File: src/rtl/seq_pattern_tx_pkg.sv
// Shared types and constants for the serial pattern transmitter.
// Build option: SEQ_TX_PARITY_EN adds a trailing even-parity bit.
package seq_pattern_tx_pkg;

  typedef enum logic [1:0] {
    SEQ_IDLE  = 2'b00,
    SEQ_SHIFT = 2'b01
`ifdef SEQ_TX_PARITY_EN
    ,
    SEQ_PAR   = 2'b10
`endif
  } seq_state_e;

  // Pattern looked for by the downstream detector.
  localparam logic [2:0] DET_PATTERN_101 = 3'b101;

endpackage

File: src/rtl/seq_pattern_tx_bit_cnt.sv
// Loadable down-counter that tracks the remaining pattern bits.
// Build option: none (SEQ_TX_PARITY_EN is handled in the top).
module seq_bit_cnt #(
  parameter int LENW = 4
) (
  input  logic            clk_i,
  input  logic            rst_i,
  input  logic            load_i,
  input  logic [LENW-1:0] len_i,
  input  logic            dec_i,
  output logic            last_o
);

  logic [LENW-1:0] cnt_q;
  logic [LENW-1:0] cnt_d;

  always_comb begin
    cnt_d = cnt_q;
    if (load_i) begin
      cnt_d = len_i;
    end else if (dec_i) begin
      cnt_d = cnt_q - LENW'(1);
    end
  end

  always_ff @(posedge clk_i) begin
    if (rst_i) begin
      cnt_q <= '0;
    end else begin
      cnt_q <= cnt_d;
    end
  end

  assign last_o = (cnt_q == LENW'(1));

endmodule

File: src/rtl/seq_pattern_tx.sv
// MSB-first serial pattern transmitter with valid/ready load port.
// Build option: SEQ_TX_PARITY_EN appends one even-parity bit.
module seq_pattern_tx
  import seq_pattern_tx_pkg::*;
#(
  parameter int WIDTH = 8,
  parameter int LENW  = $clog2(WIDTH + 1)
) (
  input  logic             clock,
  input  logic             reset,
  input  logic [WIDTH-1:0] load_data,
  input  logic [LENW-1:0]  load_len,
  input  logic             load_valid,
  output logic             load_ready,
  output logic             seq_out,
  output logic             seq_valid,
  output logic             done
);

  seq_state_e       state_q, state_d;
  logic [WIDTH-1:0] shreg_q, shreg_d;
  logic             seq_out_q, seq_out_d;
  logic             seq_valid_q, seq_valid_d;
  logic             done_q, done_d;

  logic             cnt_load;
  logic             cnt_dec;
  logic             cnt_last;

  logic [LENW-1:0]  len_c;
  logic [LENW-1:0]  shamt;
  logic [WIDTH-1:0] aligned;

`ifdef SEQ_TX_PARITY_EN
  logic             par_q, par_d;
`endif

  // Left-justify the pattern so bit len-1 sits at the MSB.
  assign len_c   = (load_len > LENW'(WIDTH)) ? LENW'(WIDTH)
                                             : load_len;
  assign shamt   = LENW'(WIDTH) - len_c;
  assign aligned = load_data << shamt;

  seq_bit_cnt #(
    .LENW (LENW)
  ) u_cnt (
    .clk_i  (clock),
    .rst_i  (reset),
    .load_i (cnt_load),
    .len_i  (len_c),
    .dec_i  (cnt_dec),
    .last_o (cnt_last)
  );

  always_comb begin
    state_d     = state_q;
    shreg_d     = shreg_q;
    seq_out_d   = 1'b0;
    seq_valid_d = 1'b0;
    done_d      = 1'b0;
    cnt_load    = 1'b0;
    cnt_dec     = 1'b0;
`ifdef SEQ_TX_PARITY_EN
    par_d       = par_q;
`endif
    unique case (state_q)
      SEQ_IDLE: begin
        if (load_valid) begin
          if (len_c == '0) begin
            done_d = 1'b1;
          end else begin
            state_d     = SEQ_SHIFT;
            seq_out_d   = aligned[WIDTH-1];
            seq_valid_d = 1'b1;
            shreg_d     = aligned << 1;
            cnt_load    = 1'b1;
`ifdef SEQ_TX_PARITY_EN
            par_d       = aligned[WIDTH-1];
`endif
          end
        end
      end
      SEQ_SHIFT: begin
        if (cnt_last) begin
`ifdef SEQ_TX_PARITY_EN
          state_d     = SEQ_PAR;
          seq_out_d   = par_q;
          seq_valid_d = 1'b1;
`else
          state_d     = SEQ_IDLE;
          done_d      = 1'b1;
`endif
        end else begin
          seq_out_d   = shreg_q[WIDTH-1];
          seq_valid_d = 1'b1;
          shreg_d     = shreg_q << 1;
          cnt_dec     = 1'b1;
`ifdef SEQ_TX_PARITY_EN
          par_d       = par_q ^ shreg_q[WIDTH-1];
`endif
        end
      end
`ifdef SEQ_TX_PARITY_EN
      SEQ_PAR: begin
        state_d = SEQ_IDLE;
        done_d  = 1'b1;
      end
`endif
      default: begin
        state_d = SEQ_IDLE;
      end
    endcase
  end

  always_ff @(posedge clock) begin
    if (reset) begin
      state_q     <= SEQ_IDLE;
      shreg_q     <= '0;
      seq_out_q   <= 1'b0;
      seq_valid_q <= 1'b0;
      done_q      <= 1'b0;
`ifdef SEQ_TX_PARITY_EN
      par_q       <= 1'b0;
`endif
    end else begin
      state_q     <= state_d;
      shreg_q     <= shreg_d;
      seq_out_q   <= seq_out_d;
      seq_valid_q <= seq_valid_d;
      done_q      <= done_d;
`ifdef SEQ_TX_PARITY_EN
      par_q       <= par_d;
`endif
    end
  end

  assign load_ready = (state_q == SEQ_IDLE);
  assign seq_out    = seq_out_q;
  assign seq_valid  = seq_valid_q;
  assign done       = done_q;

endmodule
File: config.mk
export PLATFORM = sky130hd
export DESIGN_NAME = seq_pattern_tx
export DESIGN_NICKNAME = d
export VERILOG_FILES = /design/src/rtl/seq_pattern_tx_pkg.sv /design/src/rtl/seq_pattern_tx_bit_cnt.sv /design/src/rtl/seq_pattern_tx.sv
export SDC_FILE = /design/constraint.sdc
export NUM_CORES = 1
export LEC_CHECK = 0
export ABC_AREA = 1
export CORE_MARGIN = 5
export CORE_UTILIZATION = 34
export CTS_CLUSTER_SIZE = 24
export DETAILED_ROUTE_END_ITERATION = 7
export GPL_TIMING_DRIVEN = 0
export HOLD_SLACK_MARGIN = 0.02
export PLACE_DENSITY = 0.53
export SLEW_MARGIN = 20
export SYNTH_ARGS = -nofsm -noshare
export SYNTH_HDL_FRONTEND = slang
export SYNTH_SLANG_ARGS = --single-unit
File: constraint.sdc
create_clock -name clock -period 2.5 [get_ports clock]
set_input_delay 0.625 -clock clock [delete_from_list [all_inputs] [get_ports clock]]
set_output_delay 0.625 -clock clock [all_outputs]
set_load 0.005 [all_outputs]
## Word level (Yosys, flattened, before mapping)

Index checks and enable logic that the tools add are counted.

| storage, ports and cells | value |
|---|---|
| bits in registers | 17 |
| output and inout port bits | 4 |

| operators by class | value |
|---|---|
| add/subtract/negate cells | 2 |
| order comparisons | 1 |
| equal/unequal tests | 6 |
| shift operators | 1 |
| mux-type cells | 25 |
| reduce and logical (&&, ||, !) cells | 6 |

Operators by type and width:

| kind | count |
|---|---|
| $mux 8 | 3 |
| $pmux 8 s2 | 1 |
| $mux 4 | 3 |
| $mux 1 | 11 |
| $ne 2x2->1 const B | 4 |
| $shl 8x4->8 | 1 |
| $mux 2 | 3 |
| $pmux 1 s2 | 3 |
| $eq 4x1->1 const B | 1 |
| $gt 4x4->1 const B | 1 |
| $logic_not 4->1 | 1 |
| $pmux 2 s2 | 1 |
| $reduce_and 4->1 | 1 |
| $reduce_bool 2->1 | 2 |
| $sub 4x1->4 const B | 1 |
| $sub 4x4->4 const A | 1 |
| $reduce_and 3->1 | 1 |
| $eq 2x1->1 const B | 1 |
| $logic_not 2->1 | 1 |

## Depth between registers and ports, before layout

| logic depth | value |
|---|---|
| word-level depth | 7 |
| depth in mapped cells | 14 |
| gate-level depth less buffers | 12 |

## By module

Synthesis repeated with hierarchy kept, for this count alone.

| second synthesis, totals | value |
|---|---|
| cell total of the unflattened synthesis | 175 |
| area, all modules | 1116.1 sq um |

By module, submodules not included:

| module | times used | cells an instance | area an instance (sq um) |
|---|---|---|---|
| seq_pattern_tx | 1 | 133 | 850.8 |
| seq_bit_cnt | 1 | 42 | 265.3 |

## Least setup slack after synthesis

Ideal clock, no wire load.

| path | value |
|---|---|
| kind | input to register |
| start | input port load_len[0] |
| end | register shreg_q[7] |
| library setup time | 0.122 ns |
| data arrival time | 2.193 ns |
| path slack | 0.185 ns |
| cell stages on the path | 14 |
| cell sequence | buf_6 nor2_4 nand2_2 nand2_4 nand2_4 buf_6 ha_1 nand3_2 nand3_4 nand2_4 inv_2 buf_2 a21oi_1 a21oi_2 |

| on the way | value |
|---|---|
| longest elaborated chain between the ends | 7 |
| elaborated cells between the ends (all ways) | 10 |
| classes of those cells | add/sub: 1; order compare: 1; eq/ne: 1; shift: 1; mux: 4; reduce/logical: 2 |

RTL lines:

| element | line | RTL |
|---|---|---|
| from (decl) | seq_pattern_tx.sv:12 | `input logic [LENW-1:0] load_len,` |
| $gt 4x4->1 | seq_pattern_tx.sv:39 | `assign len_c = (load_len > LENW'(WIDTH)) ? LENW'(WIDTH)` |
| $mux 4 (*) | seq_pattern_tx.sv:39 |  |
| $sub 4x4->4 | seq_pattern_tx.sv:41 | `assign shamt = LENW'(WIDTH) - len_c;` |
| $shl 8x4->8 | seq_pattern_tx.sv:42 | `assign aligned = load_data << shamt;` |
| $mux 8 | seq_pattern_tx.sv:69 | `if (len_c == '0) begin` |
| $mux 8 | seq_pattern_tx.sv:68 | `if (load_valid) begin` |
| $pmux 8 s2 | seq_pattern_tx.sv:66 | `unique case (state_q)` |
| to (signal assigned) | seq_pattern_tx.sv:127 | `shreg_q <= shreg_d;` |
| to (decl) | seq_pattern_tx.sv:21 | `logic [WIDTH-1:0] shreg_q, shreg_d;` |

Mark *: on every way between the ends. The rest lies on a longest branch, timed or not. The select of a mux whose other input is x is not followed.
A chain may end at the register's enable or synchronous reset.

## Worst setup path in the final report

| path | value |
|---|---|
| start | input port load_len[1] |
| end | register shreg_q[7] |

The elaborated chain is that of the path after synthesis.

==> flow_metrics.env <==
export IMPL_status="complete, no violations"
export IMPL_dr_wl_met2_mm=1.138
export IMPL_dp_hpwl_mm=1.931
export IMPL_crit_chain="clkdlybuf4s50_1, inv_1, nand2_2, nand2_4, nand2_4, buf_6, ha_4, nand3_2, nand3_4, nand2_4, inv_2, clkbuf_4, a21oi_1, a21oi_2"
export IMPL_synth_cell_type_count=29
export IMPL_area_growth_syn_to_layout_pct=25.46
export IMPL_grt_pass1_wl_mm=4.209
export IMPL_highest_layer="met4"
export IMPL_place_area_sq_um=1291
export IMPL_fill_cells=349
export IMPL_fin_area_sq_um=1350
export IMPL_max_cap_viol_count=0
export IMPL_n_antenna_cell=0
export IMPL_critPathSlowestCell="clkdlybuf4s50_1"
export IMPL_r2r_start="u_cnt.cnt_q[1]"
export IMPL_die_area_sq_um=4390
export IMPL_core_sq_um=3053
export IMPL_rsz0062_at_grt="false"
export IMPL_layout_drive_gt1_share=0.1798
export IMPL_tns_ns=0
export IMPL_avgSynthCellArea_sq_um=6.898
export IMPL_syn_nets=174
export IMPL_h_tree_depth=1
export IMPL_hold_buffers=0
export IMPL_reg2reg_setup_slack_ns=0.98
export IMPL_antenna_found_initial=0
export IMPL_grt_usage=0.1220
export IMPL_startpoint="load_len[1]"
export IMPL_worstSetupPathType="in2reg"
export IMPL_die_h_microns=66.26
export IMPL_finalSetupViolCount=0
export IMPL_synth_common_cells="nand3_1 (30), nand2_1 (29), inv_1 (18)"
export IMPL_nets=197
export IMPL_netlist_instances=156
export IMPL_leakagePower_nw=0.6048
export IMPL_grt_overflow_total=0
export IMPL_root_buffer="clkbuf_4"
export IMPL_ios=19
export IMPL_wire_per_inst_microns=10.94
export IMPL_syn_cell_area_sq_um=1076
export IMPL_seq_area_frac_synth=0.2791
export IMPL_yosys_area_top_type="dfxtp_1"
export IMPL_synth_top_cell_area_share=0.2791
export IMPL_yosys_warnings=0
export IMPL_cts_buffers=3
export IMPL_vias=1064
export IMPL_powerDensity_nw_per_um2=518.4
export IMPL_maxSlewHeadroom=0.6795
export IMPL_endpoint="shreg_q[7]"
export IMPL_max_freq_ghz=0.4244
export IMPL_finalHoldViolations=0
export IMPL_crit_fanout=10
export IMPL_fin_total_pwr_uw=699.9
export IMPL_num_rows=20
export IMPL_drc_errors=0
export IMPL_cts_tree="done"
export IMPL_drtPass1Iterations=4
export IMPL_grt_pass1_vias=982
export IMPL_grt_max_degree=11
export IMPL_clockBufferDepth=2
export IMPL_critPathMaxStageDelay_ns=0.40
export IMPL_crit_top_cell="nand2_4"
export IMPL_fin_skew_ns=0.005236
export IMPL_period_minus_slack_ns=2.356
export IMPL_arrival_ns=2.54
export IMPL_die_w_microns=66.26
export IMPL_via_per_inst=4.793
export IMPL_drt_wl_total_mm=2.428
export IMPL_wl_met3_microns=45
export IMPL_wl_met1_mm=1.192
export IMPL_worst_pin_slew_ns=0.4807
export IMPL_end_kind="register"
export IMPL_synth_edf_count=0
export IMPL_async_flop_share=0
export IMPL_ys_seq_elements=15
export IMPL_r2r_end="shreg_q[2]"
export IMPL_port_buffers=16
export IMPL_finalWorstSetupSlack_ns=0.1440
export IMPL_synthFlopType="dfxtp_1"
export IMPL_numClockSinks=15
export IMPL_drt_iter0_drc=66
export IMPL_multi_input_area_sq_um=659.4
export IMPL_worst_setup_path_start_kind="input port"
export IMPL_place_congestion=0.8482
export IMPL_holdWs_ns=0.4697
export IMPL_yosysMostFrequentCell="nand3_1"
export IMPL_min_path_type="reg2reg"
export IMPL_synth_area_top_cells="dfxtp_1 (28%), nand3_1 (14%), nand2_1 (10%)"
export IMPL_critPathRequiredTime_ns=2.69
export IMPL_reg2regPathDepth=9
export IMPL_clock_latency_ns=0.29
export IMPL_drtAntennaViolNets=0
export IMPL_place_ws_ns=-0.3887
export IMPL_drv_slew=0
export IMPL_timing_final_crit_share=0.9424
export IMPL_start_util=0.3525
export IMPL_peakVddDrop_uv=147.6
export IMPL_seq_area_sq_um=300.3
export IMPL_clkTransAtPathRegs_ns=0.09
## per-stage QoR
stage / utilization / cells
after floorplan: - / 156
after global placement: 0.4230 / 216
after detailed placement: 0.4230 / 216
after CTS: 0.4373 / 222
after global routing: 0.4422 / 222
final: 0.4422 / 222
## metal layers
metal | track usage | vias to the layer above
li1 | - | 560
met1 | 0.1565 | 483
met2 | 0.2020 | 16
met3 | 0.01020 | 5
met4 | 0.06091 | 0
met5 | 0 | -
## layout by cell type (no fill, tap or decap), drive strengths merged, types with 2 or more instances in the layout
master         count
a211oi             2
a21oi             12
a31oi              4
buf                5
clkbuf             6
clkdlybuf4s50     15
dfxtp             15
ha                 3
inv               24
nand2             36
nand3             33
nand4              2
nor2               5
o21ai             11
xor2               2
## sequential cells by signal (all words and copies together), names as in the netlist
name and count:
seq_valid 1, done 1, state_q 1, u_cnt.cnt_q 4, seq_out 1, shreg_q 7
## final cells by class
class,count,area share
inverter,24,0.06673
multi-input combinational,112,0.4884
tap,44,0.04078
timing repair buffer,18,0.1316
buffer,5,0.03058
clock buffer,4,0.01946
sequential,15,0.2224
## cell families after synthesis
logic type | Yosys count | share of synthesized area
AO/OA/AOI/OAI | 29 | 0.1558
buffers and inverters | 29 | 0.1198
flip-flops | 15 | 0.2791
adder cells (fa/ha/maj) | 3 | 0.03489
AND/OR/NAND/NOR | 77 | 0.3791
XOR/XNOR | 3 | 0.03140
## critical path: cells and delay by family
kind	cells	cell delay, ns
buf+inv	5	0.88
simple gates	6	0.60
fa+ha+maj	1	0.18
compound gates	2	0.24
## worst min-delay path by stage
| stage | slack [ns] | end | startpoint | cells after the start |
|---|---|---|---|---|
| after CTS | 0.47 | shreg_q[1] | shreg_q[1] | 2 |
| after global placement | 0.46 | shreg_q[1] | shreg_q[1] | 2 |
| after detailed placement | 0.46 | shreg_q[1] | shreg_q[1] | 2 |
| final | 0.47 | shreg_q[1] | shreg_q[1] | 2 |
| after floorplan | 0.44 | shreg_q[1] | shreg_q[1] | 2 |
| after global routing | 0.51 | shreg_q[1] | shreg_q[1] | 2 |
## power by group
part | leakage [nW] | internal, mW | switching, mW
Sequential | 0.124 | 0.268 | 0.0168
Clock | 0.0150 | 0.0620 | 0.0792
Combinational | 0.466 | 0.122 | 0.152
Total | 0.605 | 0.452 | 0.248
## repair_timing
item	CTS	global route
pin swaps	1	0
setup buffers	2	0
endpoints found under the setup margin	10	11
gates resized for setup	1	3
No activity file was read; power rests on OpenSTA's default activity.
==> patch, RTL diff (config.mk and constraints unchanged) <==
The option `SEQ_TX_PARITY_EN` is turned on by a define.
--- a/src/rtl/seq_pattern_tx_pkg.sv
+++ b/src/rtl/seq_pattern_tx_pkg.sv
@@ -1,4 +1,6 @@
 // Shared types and constants for the serial pattern transmitter.
 // Build option: SEQ_TX_PARITY_EN adds a trailing even-parity bit.
+`define SEQ_TX_PARITY_EN
+
 package seq_pattern_tx_pkg;
 
Behaviour: not the same (a bounded check fails within 4 cycles, from zero or initial values and one cycle with reset high).
==> patch against the unedited design <==
Synthesized area is 1.0% lower; final cell count is 4.5% higher; sequential power is 13% higher; routed wire length is 13% higher; setup slack worse by 0.011 ns; utilization is 3.1 points higher; power is 12% higher; die area is 0.89% lower; critical path depth stayed put; final area is 6.1% higher; clock skew is 0.0078 ns higher; sequential cell count is 2 higher.
==> patch: results (changes against the unedited design) <==
Run status
  • Status: finished, final reports clean (unchanged)

Global route
  • GR Layer Usage met1: 0.1718 (was 0.1565)
  • Vias in the first global route: 1076 (was 982)
  • Gr usage total: 0.1366 (was 0.1220)
  • First-pass GRT wire length: 4.643 mm (was 4.209 mm)
  • Met2 GRT Util: 0.2290 (was 0.2020)
  • GRT met3 Usage: 0.04422 (was 0.01020)

Placed design
  • Placed insts: 223 (was 216)
  • Detailed Place HPWL: 2.107 mm (was 1.931 mm)
  • Placer Congestion: 0.7777 (was 0.8482)
  • IO Port Bufs: 18 (was 16)
  • Dpl cell area: 1300 µm² (was 1291 µm²)
  • Setup WS pre-CTS: -0.5729 ns (was -0.3887 ns)

Routing
  • First-pass DRT Iterations: 4 (unchanged)
  • Via density: 4.871 (was 4.793)
  • DRT iter0 DRCs: 35 (was 66)
  • Total Wirelength: 2.733 mm (was 2.428 mm)

Layout
  • Layout cells sized above 1: 0.1489 (was 0.1798)
  • Top Registers: shreg_q x7, u_cnt.cnt_q x4, state_q x2 (was shreg_q x7, u_cnt.cnt_q x4)
  • Final non-filler cell total: 232 (was 222)
  • Fillers: 310 (was 349)
  • Nets: 207 (was 197)

Synth
  • Mean instance size in the synthesized netlist: 6.613 µm² (was 6.898 µm²)
  • Dominant cells by area after synthesis: dfxtp_1, nand2_1, nand3_1 (was dfxtp_1, nand3_1, nand2_1)
  • Synth cell types: 28 (was 29)
  • Mapped Nets: 179 (was 174)
  • Synth cell count leaders: nand2_1, nand3_1, inv_1 (was nand3_1, nand2_1, inv_1)
  • Sequential area share after synthesis: 0.3196 (was 0.2791)

Power
  • LEAKAGE: 0.6246 nW (was 0.6048 nW)
  • VDD IR max: 340.7 µV (was 147.6 µV)

Worst setup path
  • Max incr delay on CP: 0.51 ns (was 0.40 ns)

Clock network
  • Reg clk slew, reported paths: 0.11 ns (was 0.09 ns)
  • CTS H-tree depth: 1 (unchanged)

Timing
  • Clock skew: 0.01301 ns (was 0.005236 ns)
-- patch: cell count changes after synthesis, sizes merged, moves of 2 or more --
| cell | before | now |
|---|---|---|
| o22ai | 0 | 3 |
| nand2 | 36 | 39 |
| buf | 4 | 2 |
| dfxtp | 15 | 17 |
| a21oi | 12 | 15 |
| a31oi | 4 | 2 |
| nand3 | 33 | 24 |
| inv | 24 | 22 |
| nor2 | 5 | 11 |
-- patch: metal layers --
| layer | part of all wire | vias up |
|---|---|---|
| met5 | 0 | - |
| met4 | 0.0080 | 0 |
| met3 | 0.045 | 5 |
| met2 | 0.48 | 26 |
| met1 | 0.46 | 509 |
| li1 | - | 590 |
-- patch: final timing paths --
| check | from | to | slack (ns) | cells after the start |
|---|---|---|---|---|
| setup / recovery | load_len[1] | u_cnt.cnt_q[1] | 0.13 | 14 |
| setup reg to reg | u_cnt.cnt_q[1] | u_cnt.cnt_q[1] | 0.88 | 9 |
| hold / removal | shreg_q[1] | shreg_q[1] | 0.47 | 2 |
| hold reg to reg | shreg_q[1] | shreg_q[1] | 0.47 | 2 |
-- patch: logic make-up (layout without fill, tap and decap cells) --
kind of cell	count (synthesis)	after routing	synth area share
and+or+nand+nor	78	78	0.3302
AOI/OAI and AO/OA	34	34	0.1868
buffers and inverters	25	52	0.09518
DFF	17	17	0.3196
xor gates and xnor gates	4	4	0.03291
adders and majority gates	3	3	0.03526
-- patch: area by class of cell --
cell class                 instances  area [µm²]  share of cell area
buffer                             2       18.77             0.01310
tap                               44       55.05             0.03843
sequential                        17       340.3              0.2376
multi-input combinational        119       684.4              0.4777
inverter                          23       90.09             0.06288
clock inverter                     1       5.005            0.003493
timing repair buffer              23       216.5              0.1511
clock buffer                       3       22.52             0.01572
-- patch: repair_timing --
item | CTS | global route
setup buffers | 3 | 2
pin swaps | 3 | 2
gates resized for setup | 8 | 7
setup endpoints to repair | 13 | 10
-- patch: worst min-delay path, stage by stage, from the launching register on --
cell and delay [ns]:
dfxtp_1 0.34, nand2_1 0.06, o31ai_1 0.05
-- patch: power breakdown --
group / switching [mW] / leakage [nW] / internal (mW)
Sequential: 0.0171 / 0.140 / 0.304
Clock: 0.0918 / 0.0177 / 0.0597
Combinational: 0.178 / 0.467 / 0.137
Total: 0.286 / 0.625 / 0.501
